### config.mk
export PLATFORM = sky130hd
export DESIGN_NAME = word_counter
export DESIGN_NICKNAME = d
export VERILOG_FILES = /design/src/rtl/word_counter_pkg.sv /design/src/rtl/word_counter_port_counter.sv /design/src/rtl/word_counter.sv
export SDC_FILE = /design/constraint.sdc
export NUM_CORES = 1
export LEC_CHECK = 0
export CORE_UTILIZATION = 45
export DETAILED_ROUTE_END_ITERATION = 7
export PLACE_DENSITY = 0.77
export SYNTH_ARGS = -nofsm -noshare
export SYNTH_HDL_FRONTEND = slang
export SYNTH_SLANG_ARGS = --single-unit
### constraint.sdc
create_clock -name clk -period 3 [get_ports clk]
set_input_delay 0.75 -clock clk [delete_from_list [all_inputs] [get_ports clk]]
set_output_delay 0.75 -clock clk [all_outputs]
set_load 0.02 [all_outputs]
### src/rtl/word_counter_pkg.sv
// Shared definitions for the output-port word counter.
// Holds the main FSM state encoding and the default sizing constants so the
// fabric, the FIFOs and the benches agree on the same values.
// Optional feature macro: WORD_COUNTER_SATURATE_EN (saturating counters with
// sticky per-port overflow bits instead of modulo wrap).
package word_counter_pkg;

    // Default sizing: four monitored output FIFOs (fabric ports 4..7)
    localparam int DEF_NUM_PORTS = 4;
    localparam int DEF_IDX_W     = 2;
    localparam int DEF_CNT_W     = 5;

    // CLEAR holds counters at zero, COUNT counts only, READ counts and serves reads
    typedef enum logic [1:0] {
        ST_CLEAR = 2'd0,
        ST_COUNT = 2'd1,
        ST_READ  = 2'd2
    } wc_state_e;

endpackage : word_counter_pkg

### src/rtl/word_counter_port_counter.sv
// Single per-port word counter with synchronous clear and a qualified
// increment. Wraps modulo 2**CNT_W by default; with WORD_COUNTER_SATURATE_EN
// defined it stops at the maximum value and raises a sticky overflow bit that
// only reset or clear can drop.
module port_counter
    import word_counter_pkg::*;
#(
    parameter int CNT_W = DEF_CNT_W
) (
    input  logic             clk,
    input  logic             reset,
    input  logic             clear,
    input  logic             inc,
    output logic [CNT_W-1:0] cnt
`ifdef WORD_COUNTER_SATURATE_EN
    ,
    output logic             ovf
`endif
);

`ifdef WORD_COUNTER_SATURATE_EN
    // Saturating count with sticky overflow flag
    always_ff @(posedge clk or posedge reset) begin
        if (reset) begin
            cnt <= '0;
            ovf <= 1'b0;
        end else if (clear) begin
            cnt <= '0;
            ovf <= 1'b0;
        end else if (inc) begin
            if (cnt == {CNT_W{1'b1}}) begin
                ovf <= 1'b1;
            end else begin
                cnt <= cnt + 1'b1;
            end
        end
    end
`else
    // Modulo count: max + 1 wraps to zero
    always_ff @(posedge clk or posedge reset) begin
        if (reset) begin
            cnt <= '0;
        end else if (clear) begin
            cnt <= '0;
        end else if (inc) begin
            cnt <= cnt + 1'b1;
        end
    end
`endif

endmodule : port_counter

### src/rtl/word_counter.sv
// Per-output-port word counter for the switch fabric output FIFOs.
// Counts every word actually delivered by a pop (pop while not empty) and
// exposes the counts through a request/index read port that is only served
// while the main control FSM reports IDLE.
// Optional feature macro: WORD_COUNTER_SATURATE_EN.
//
// Read handshake: the read port has no back-pressure. When the local FSM is in
// READ and req = 1 at a rising edge, idx is sampled at that edge and the
// counter value it held just before that edge is registered onto
// contador_out with valid_contador = 1, visible for the following cycle.
// Any edge without an accepted request drops valid_contador and leaves
// contador_out unchanged. One request per cycle is accepted, results in order.
module word_counter
    import word_counter_pkg::*;
#(
    parameter int NUM_PORTS = DEF_NUM_PORTS,
    parameter int IDX_W     = DEF_IDX_W,
    parameter int CNT_W     = DEF_CNT_W
) (
    input  logic                 clk,
    input  logic                 reset,
    input  logic                 init,
    input  logic                 IDLE,
    input  logic [NUM_PORTS-1:0] pop,
    input  logic [NUM_PORTS-1:0] fifo_empty,
    input  logic                 req,
    input  logic [IDX_W-1:0]     idx,
    output logic                 valid_contador,
    output logic [CNT_W-1:0]     contador_out
);

    wc_state_e      state;
    logic           clear_cnt;
    logic           count_en;
    logic           rd_accept;
    logic [CNT_W-1:0] rd_data;
    logic [CNT_W-1:0] cnt [NUM_PORTS];
`ifdef WORD_COUNTER_SATURATE_EN
    logic [NUM_PORTS-1:0] ovf;
`endif

    // Counter control: init clears on the same edge regardless of state
    always_comb begin
        clear_cnt = init || (state == ST_CLEAR);
        count_en  = (state != ST_CLEAR);
        rd_accept = (state == ST_READ) && req;
    end

    for (genvar g = 0; g < NUM_PORTS; g++) begin : g_port
        port_counter #(
            .CNT_W (CNT_W)
        ) u_port_counter (
            .clk   (clk),
            .reset (reset),
            .clear (clear_cnt),
            .inc   (count_en && pop[g] && !fifo_empty[g]),
            .cnt   (cnt[g])
`ifdef WORD_COUNTER_SATURATE_EN
            ,
            .ovf   (ovf[g])
`endif
        );
    end

    // Read mux: out-of-range index yields zero; saturated ports return the max
    always_comb begin
        rd_data = '0;
        for (int i = 0; i < NUM_PORTS; i++) begin
            if (idx == IDX_W'(i)) begin
`ifdef WORD_COUNTER_SATURATE_EN
                rd_data = ovf[i] ? {CNT_W{1'b1}} : cnt[i];
`else
                rd_data = cnt[i];
`endif
            end
        end
    end

    // Main FSM plus registered read response
    always_ff @(posedge clk or posedge reset) begin
        if (reset) begin
            state          <= ST_CLEAR;
            valid_contador <= 1'b0;
            contador_out   <= '0;
        end else begin
            case (state)
                ST_CLEAR: begin
                    if (!init) state <= ST_COUNT;
                end
                ST_COUNT: begin
                    if (init)      state <= ST_CLEAR;
                    else if (IDLE) state <= ST_READ;
                end
                ST_READ: begin
                    if (init)       state <= ST_CLEAR;
                    else if (!IDLE) state <= ST_COUNT;
                end
                default: state <= ST_CLEAR;
            endcase

            valid_contador <= rd_accept;
            if (rd_accept) begin
                contador_out <= rd_data;
            end
        end
    end

endmodule : word_counter

-- Yosys cells after proc, flatten, opt, wreduce, memory -nomap -nowiden
Index checks and enable logic that the tools add are counted.
- word-level logic and storage cells: 59
- register bits: 28
- output and inout bits: 6
- input port bits: 15
- eq/ne operators: 8
- reduce and logical (&&, ||, !) cells: 22
- muxes and demuxes: 18
- add/subtract/negate cells: 4
- operator list (cell ; count):
    $mux 5 ; 12
    $add 5x1->5 const B ; 4
    $mux 2 ; 5
    $reduce_bool 2->1 ; 5
    $logic_and 1x1->1 ; 9
    $eq 2x2->1 const B ; 3
    $ne 3x3->1 const B ; 2
    $pmux 2 s3 ; 1
    $eq 2x1->1 const B ; 2
    $logic_not 1->1 ; 4
    $logic_not 2->1 ; 2
    $reduce_and 3->1 ; 1
    $ne 2x2->1 const B ; 1
    $logic_or 1x1->1 ; 1

-- Logic depth before layout (Yosys ltp)
Gate-level depths: netlist (run 1).
- depth after elaboration: 5
- depth in mapped cells: 4
- gate-level depth less buffers: 4

-- Hierarchy
A second synthesis (run 1) with hierarchy kept.
- cells, all modules: 124
- area total of the unflattened synthesis: 1567.8 um2
- modules (own cells, without submodules) (module ; area an instance (um2) ; times used ; seq. area each (um2) ; cells an instance):
    port_counter ; 270.3 ; 4 ; 125.1 ; 23
    word_counter ; 486.7 ; 1 ; 200.2 ; 32

-- Worst setup path after synthesis (run 1)
Ideal clock, no wire load.
- path type: input to register
- from: in idx[0]
- to: reg contador_out[2]
- setup time: 0.125 ns
- cell stages on the path: 3
- buffers on the path: 1
- required time: 2.875 ns
- setup slack: 1.292 ns
- data arrival time: 1.583 ns
- cell sequence: buf_6 mux4_2 mux2_2
- longest elaborated chain between the ends: 5
- elaborated cells on any way between the ends: 8
- those cells by class: 3 x eq/ne; 4 x mux; 1 x reduce/logical
- ends and longest elaborated chain (element ; line ; RTL):
    start: declaration ; word_counter.sv:27 ; input logic [IDX_W-1:0] idx,
    $logic_not 2->1 ; word_counter.sv:69 ; if (idx == IDX_W'(i)) begin
    $mux 5 (3 in a row) ; word_counter.sv:69 ;
    $mux 5 (*) ; word_counter.sv:69 ;
    end signal: assignment ; word_counter.sv:103 ; contador_out <= rd_data;
    end: declaration ; word_counter.sv:29 ; output logic [CNT_W-1:0] contador_out
Mark *: on every way between the ends. The rest lies on a longest branch, timed or not.
A chain may end at the register's enable or synchronous reset.

-- Worst setup path after layout (run 1)
- from: reg contador_out[1]
- to: out contador_out[1]
No word-level cell between the ends.

==> flow_summary_export.csv, run 1 <==
group,metric,value,unit
grt,grt_first_pass_wirelength,4.22,mm
min_path,worst_hold_path_type,"reg -> reg",
yosys,ys_async_sr_fraction,1.00,
yosys,yosys_register_bits,28,
yosys,postSynthCellCount,120,
die,io_pins,21,
power_and_ir_drop,total_leakage_power,0.000723,uW
setup_path,worstPathArrival,1.30,ns
yosys,number_of_flops_mapped_to_enable_cells_by_yosys,0,
sta,min_period,2.05,ns
power_and_ir_drop,pwr_density_cell,385,nW/um2
sta,slew_viol_final,0,
clocking,clock-sinks,28,
detailed_routing,totalWireLength,2.47,mm
yosys,yosysWarnings,0,
setup_path,critical_path.cell_chain,"clkdlybuf4s50_1",
place,buffer_ports.inserted,20,
yosys,synth_top_area_cell,"sky130_fd_sc_hd__dfrtp_1",
sta,setup_viol,0,
yosys,synth_top_cells_by_count,"sky130_fd_sc_hd__dfrtp_1, sky130_fd_sc_hd__nor2_1, sky130_fd_sc_hd__nand2_1, sky130_fd_sc_hd__nand3b_1",
yosys,synth_seq_area_share,0.498,
setup_path,cp.buffers_inverters,1,
sta,finalHoldViolations,0,
detailed_routing,drtPass1Iterations,6,
place,dpl.cell_count,169,
final_layout,antennaDiodeCount,0,
setup_path,timing.critical_path.to_type,"output pin",
clocking,clock_insertion_delay_worst_skew,0.32,ns
sta,worst_clock_skew,0.00628,ns
die,num_rows,19,
detailed_routing,remaining_design_rule_violation_count,3,
yosys,synth.cell_area,1410,um2
clocking,cts.root.buffer_cell,"sky130_fd_sc_hd__clkbuf_4",
sta,slew_at_the_pin_with_the_worst_max_slew_slack,0.736,ns
clocking,cts_tree,"done",
run,maxCapViolations,0,
sta,slew_headroom,0.509,
clocking,clock_buffer_count_from_cts,3,
detailed_routing,detail_route.iter0.violations,24,
final_layout,ratio_of_cells_with_drive_above_1_in_the_final_layout,0.113,
status,violations_in_the_final_reports,"design-rule violations",
grt,vias_in_the_first_global_route,966,
clocking,holdBufCountCts,0,
setup_path,setup.worst_path.start_class,"flip-flop",
place,finalWeightedCongestion,0.762,
clocking,clock_transition_time_at_the_flip_flop_clock_pins_of_the_worst_setup_and_hold_paths,0.15,ns
status,status,"finished, violations left",
yosys,number_of_distinct_library_cells_after_synthesis,25,
grt,largest_net_degree_at_the_start_of_global_routing,29,
setup_path,worst_endpoint_required_time,2.25,ns
yosys,yosys.area.top_type_share,0.498,
clocking,h_tree_depth,1,
sta,accumulated_negative_setup_slack,0,ns
final_layout,layout.nets,162,
final_layout,filler_cell_count,247,
power_and_ir_drop,ir_worst_vdd,0.226,mV
grt,overflow,0,
yosys,total_nets_after_synthesis,139,
clocking,clockBufferDepth,2,
die,die_x,57.9,um
clocking,cts.repair.resized,0,
clocking,cts_post_setup_buffers_inserted,0,
die,coreArea,2850,um2
detailed_routing,route.detailed.vias_per_inst,5.48,
grt,grtUsageTotal,0.167,
sta,max_clock_freq,0.487,GHz
sta,setup_repair_after_global_routing_missed_its_margin,"false",
setup_path,timing.setup.critical_path_class,"reg -> out",
yosys,largest_cells_by_area_after_synthesis,"sky130_fd_sc_hd__dfrtp_1, sky130_fd_sc_hd__mux4_2, sky130_fd_sc_hd__mux2i_1",
setup_path,worst_path_max_delay_cell,"sky130_fd_sc_hd__clkdlybuf4s50_1",
sta,period_share,0.684,
setup_path,critical_path_max_stage_delay,0.61,ns
die,dieArea,3360,um2
yosys,dominant_register_cell_in_the_synthesized_netlist,"sky130_fd_sc_hd__dfrtp_1",
detailed_routing,routed-via-count,948,
detailed_routing,route.antenna.remaining_nets,0,
die,die_y,57.9,um
die,start_util,0.493,
yosys,yosys.cell_count.top_type,"sky130_fd_sc_hd__dfrtp_1",
final_layout,area_growth_from_synthesis_to_final_layout,18.7,%
setup_path,worst-path-max-fanout,2,
setup_path,crit_family,"buffers and inverters",
final_layout,instances_no_fill,173,
place,place_hpwl,1.96,mm
grt,number_of_antenna_violations_at_the_first_check_in_global_routing,0,
yosys,mapped_avg_cell_area,11.7,um2
detailed_routing,wl_per_cell,14.3,um
## path summary, 6_finish.rpt
path / start / slack, ns / endpoint / cells after the start
worst max-delay path: contador_out[1]$_DFFE_PP0P_ / 0.95 / contador_out[1] / 1
worst min-delay path: contador_out[4]$_DFFE_PP0P_ / 0.52 / contador_out[4]$_DFFE_PP0P_ / 1
worst max register to register: state[0]$_DFFE_PP0P_ / 1.63 / g_port[2].u_port_counter.cnt[1]$_DFFE_PP0P_ / 2
worst min register to register: contador_out[4]$_DFFE_PP0P_ / 0.52 / contador_out[4]$_DFFE_PP0P_ / 1
max in group asynchronous: reset / 1.98 / g_port[2].u_port_counter.cnt[2]$_DFFE_PP0P_ / 3
min in group asynchronous: reset / 0.77 / contador_out[0]$_DFFE_PP0P_ / 3
## per-stage QoR
step	instance area [um2]	util	hold slack, ns	power, uW	worst slack [ns]
after floorplan	1410	-	0.517	438	1.29
after global placement	1630	0.573	0.495	467	0.700
after detailed placement	1630	0.573	0.493	470	0.670
after CTS	1670	0.586	0.526	650	0.936
after global routing	1670	0.586	0.554	676	0.893
final	1670	0.586	0.521	643	0.948
## cells in the final DEF (no fill, tap or decap), types with 5 or more instances in the layout
cell type                         instances
sky130_fd_sc_hd__or3_1                    6
sky130_fd_sc_hd__clkdlybuf4s50_1         20
sky130_fd_sc_hd__dfrtp_1                 28
sky130_fd_sc_hd__xnor2_1                  5
sky130_fd_sc_hd__mux2_2                   5
sky130_fd_sc_hd__nor2_1                  13
sky130_fd_sc_hd__nand2_1                  8
sky130_fd_sc_hd__o21ai_0                  6
sky130_fd_sc_hd__a21oi_1                  6
sky130_fd_sc_hd__nand3b_1                 7
sky130_fd_sc_hd__mux2i_1                  6
## cells by family (layout without fill, tap and decap cells)
kind of cell               count (synthesis)  after routing  share of synthesized area
and+or+nand+nor                           43             43                      0.161
DFF                                       28             28                      0.498
muxes                                     16             16                      0.165
AOI/OAI and AO/OA                         14             14                     0.0578
xor gates and xnor gates                   9              9                     0.0560
adders and majority gates                  5              5                     0.0427
buffers and inverters                      5             27                     0.0196
## sequential cells by signal, summed over array words and instances, names as in the netlist
signal	flops
contador_out	5
g_port.u_port_counter.cnt	20
state	2
valid_contador	1
## layer usage
metal  global-route usage  wire length [um]
met5                    0                 0
met2                0.296              1240
met4               0.0408                15
met1                0.214              1130
met3               0.0290                86
## power breakdown
| group | switching, uW | total (uW) | internal (uW) |
|---|---|---|---|
| clock network | 107 | 181 | 74.1 |
| logic | 32.3 | 71.0 | 38.7 |
| registers | 7.20 | 391 | 384 |
| total | 146 | 643 | 496 |
## cell type report
type | instances | area [um2] | area share
inverters | 2 | 7.51 | 0.00449
well taps | 31 | 38.8 | 0.0232
multi-input cells | 87 | 679 | 0.407
repair buffers | 21 | 208 | 0.124
flip-flops and latches | 28 | 701 | 0.419
clock buffers | 4 | 36.3 | 0.0217
Power figures use the tool's default switching activity.
==> run 2: changes to the inputs <==
Clock period 3 ns to 2.11 ns, I/O delays scaled along.
==> run 2 against run 1 <==
- cell count is 0.58% higher
- the run still ends with design-rule violations left
- wire length is 3.6% higher
- hold slack better by 0.0038 ns
- clock power is 41% higher
==> flow_summary_export.csv, run 2 (synthesis results as in run 1) <==
group,metric,value,unit
status,status,"finished, violations left",
status,violations_in_the_final_reports,"design-rule violations",
clocking,cts_tree,"done",
place,finalWeightedCongestion,0.759,
grt,grt_first_pass_wirelength,4.46,mm
sta,finalHoldViolations,0,
setup_path,critPathCapture,"contador_out[1]",
clocking,h_tree_depth,1,
clocking,clock_insertion_delay_worst_skew,0.32,ns
min_path,worst_hold_path_type,"reg -> reg",
setup_path,worstPathArrival,1.33,ns
final_layout,layout.nets,163,
final_layout,layout.cells.most_common,"sky130_fd_sc_hd__dfrtp_1",
sta,setup_viol,0,
sta,final.setup.worst_slack,0.256,ns
sta,worst_clock_skew,0.00447,ns
sta,period_share,0.879,
setup_path,worst_path_max_delay_cell,"sky130_fd_sc_hd__clkdlybuf4s50_1",
power_and_ir_drop,total_leakage_power,0.000728,uW
power_and_ir_drop,ir_worst_vdd,0.440,mV
final_layout,layout.cells.most_common_list,"sky130_fd_sc_hd__dfrtp_1, sky130_fd_sc_hd__clkdlybuf4s50_1, sky130_fd_sc_hd__nor2_1, sky130_fd_sc_hd__nand2_1, sky130_fd_sc_hd__nand3b_1",
place,pre_cts_ws,0.000667,ns
clocking,holdBufCountCts,0,
power_and_ir_drop,pwr_density_cell,545,nW/um2
setup_path,critical_path_max_stage_delay,0.61,ns
detailed_routing,detail_route.iter0.violations,28,
setup_path,setup.worst_path.start_class,"flip-flop",
die,die_x,57.9,um
sta,setup_repair_after_global_routing_missed_its_margin,"false",
place,dpl.cell_count,170,
clocking,clock_buffer_count_from_cts,3,
setup_path,r2r_end,"g_port[1].u_port_counter.cnt[0]$_DFFE_PP0P_",
setup_path,crit_path_cell_count,1,
sta,accumulated_negative_setup_slack,0,ns
run,maxCapViolations,0,
final_layout,largest_register_ff_count,20,
setup_path,r2r_start,"state[0]$_DFFE_PP0P_",
clocking,cts.root.buffer_cell,"sky130_fd_sc_hd__clkbuf_4",
setup_path,timing.setup.critical_path_class,"reg -> out",
detailed_routing,route.detailed.vias_per_inst,5.58,
setup_path,worst_endpoint_required_time,1.58,ns
sta,min_period,1.85,ns
final_layout,area_growth_from_synthesis_to_final_layout,19.2,%
final_layout,antennaDiodeCount,0,
setup_path,ff2ff_setup_slack,0.71,ns
die,die_y,57.9,um
clocking,clockBufferDepth,2,
grt,number_of_antenna_violations_at_the_first_check_in_global_routing,0,
final_layout,ratio_of_cells_with_drive_above_1_in_the_final_layout,0.119,
sta,slew_viol_final,0,
final_layout,biggestRegsByFlops,"g_port.u_port_counter.cnt (20), contador_out (5), state (2)",
clocking,clock-sinks,28,
sta,slew_headroom,0.479,
grt,largest_net_degree_at_the_start_of_global_routing,29,
setup_path,cp.buffers_inverters,1,
detailed_routing,drtPass1Iterations,8,
setup_path,worst-path-max-fanout,2,
die,coreArea,2850,um2
final_layout,post-route-cell-area,1680,um2
sta,slew_at_the_pin_with_the_worst_max_slew_slack,0.781,ns
detailed_routing,remaining_design_rule_violation_count,2,
clocking,cts.repair.resized,0,
final_layout,largest_register,"g_port.u_port_counter.cnt",
setup_path,critical_path.cell_chain,"clkdlybuf4s50_1",
setup_path,crit_family,"buffers and inverters",
detailed_routing,route.antenna.remaining_nets,0,
grt,vias_in_the_first_global_route,978,
place,buffer_ports.inserted,20,
clocking,cts_post_setup_buffers_inserted,0,
setup_path,timing.critical_path.to_type,"output pin",
setup_path,worst_setup_path_startpoint,"contador_out[1]$_DFFE_PP0P_",
final_layout,instances_no_fill,174,
place,place_hpwl,2.00,mm
detailed_routing,wl_per_cell,14.7,um
clocking,clock_transition_time_at_the_flip_flop_clock_pins_of_the_worst_setup_and_hold_paths,0.14,ns
detailed_routing,routed-via-count,971,
die,dieArea,3360,um2
sta,max_clock_freq,0.539,GHz
detailed_routing,totalWireLength,2.56,mm
grt,grtUsageTotal,0.178,
grt,overflow,0,
place,postPlaceCellArea,1640,um2
die,num_rows,19,
setup_path,worstRegToRegCells,2,
die,start_util,0.493,
die,io_pins,21,
==> run 2: changes by cell type in the layout (fill, tap and decap cells not counted) <==
cell / previous run / this run
sky130_fd_sc_hd__buf_4: 1 / 2
==> run 2: how the worst min path moves through the flow <==
stage                                                        endpoint                                        start  depth (start not counted)
after CTS                                 contador_out[4]$_DFFE_PP0P_                  contador_out[4]$_DFFE_PP0P_                          1
final                                     contador_out[4]$_DFFE_PP0P_                  contador_out[4]$_DFFE_PP0P_                          1
after detailed placement                  contador_out[4]$_DFFE_PP0P_                  contador_out[4]$_DFFE_PP0P_                          1
after global routing                      contador_out[4]$_DFFE_PP0P_                  contador_out[4]$_DFFE_PP0P_                          1
after floorplan           g_port[2].u_port_counter.cnt[4]$_DFFE_PP0P_  g_port[2].u_port_counter.cnt[4]$_DFFE_PP0P_                          2
after global placement                    contador_out[4]$_DFFE_PP0P_                  contador_out[4]$_DFFE_PP0P_                          1
==> run 2: final cells by class <==
type / instances / area, um2
clock buffers: 4 / 36.3
fillers: 249 / 1170
inverters: 2 / 7.51
multi-input cells: 87 / 679
flip-flops and latches: 28 / 701
well taps: 31 / 38.8
repair buffers: 22 / 215
==> run 2: power by group <==
| group | internal (uW) | leakage, uW | switching [uW] |
|---|---|---|---|
| sequential | 545 | 0.000388 | 11.0 |
| clock | 106 | 0.0000210 | 150 |
| combinational | 56.3 | 0.000319 | 47.3 |
| total | 707 | 0.000728 | 208 |
==> run 2: metal layers <==
| layer | global-route usage | up-vias | wire length, um |
|---|---|---|---|
| met1 | 0.226 | 478 | 1160 |
| li1 | - | 472 | - |
| met2 | 0.312 | 19 | 1290 |
| met3 | 0.0469 | 2 | 95 |
| met4 | 0.0272 | 0 | 15 |
| met5 | 0 | - | 0 |
==> run 2: metrics by stage <==
step / hold WS, ns / util / total power, uW
floorplan: 0.517 / - / 623
global placement: 0.491 / 0.575 / 667
detailed placement: 0.496 / 0.575 / 671
CTS: 0.528 / 0.588 / 926
global route: 0.550 / 0.588 / 960
finish: 0.525 / 0.588 / 915
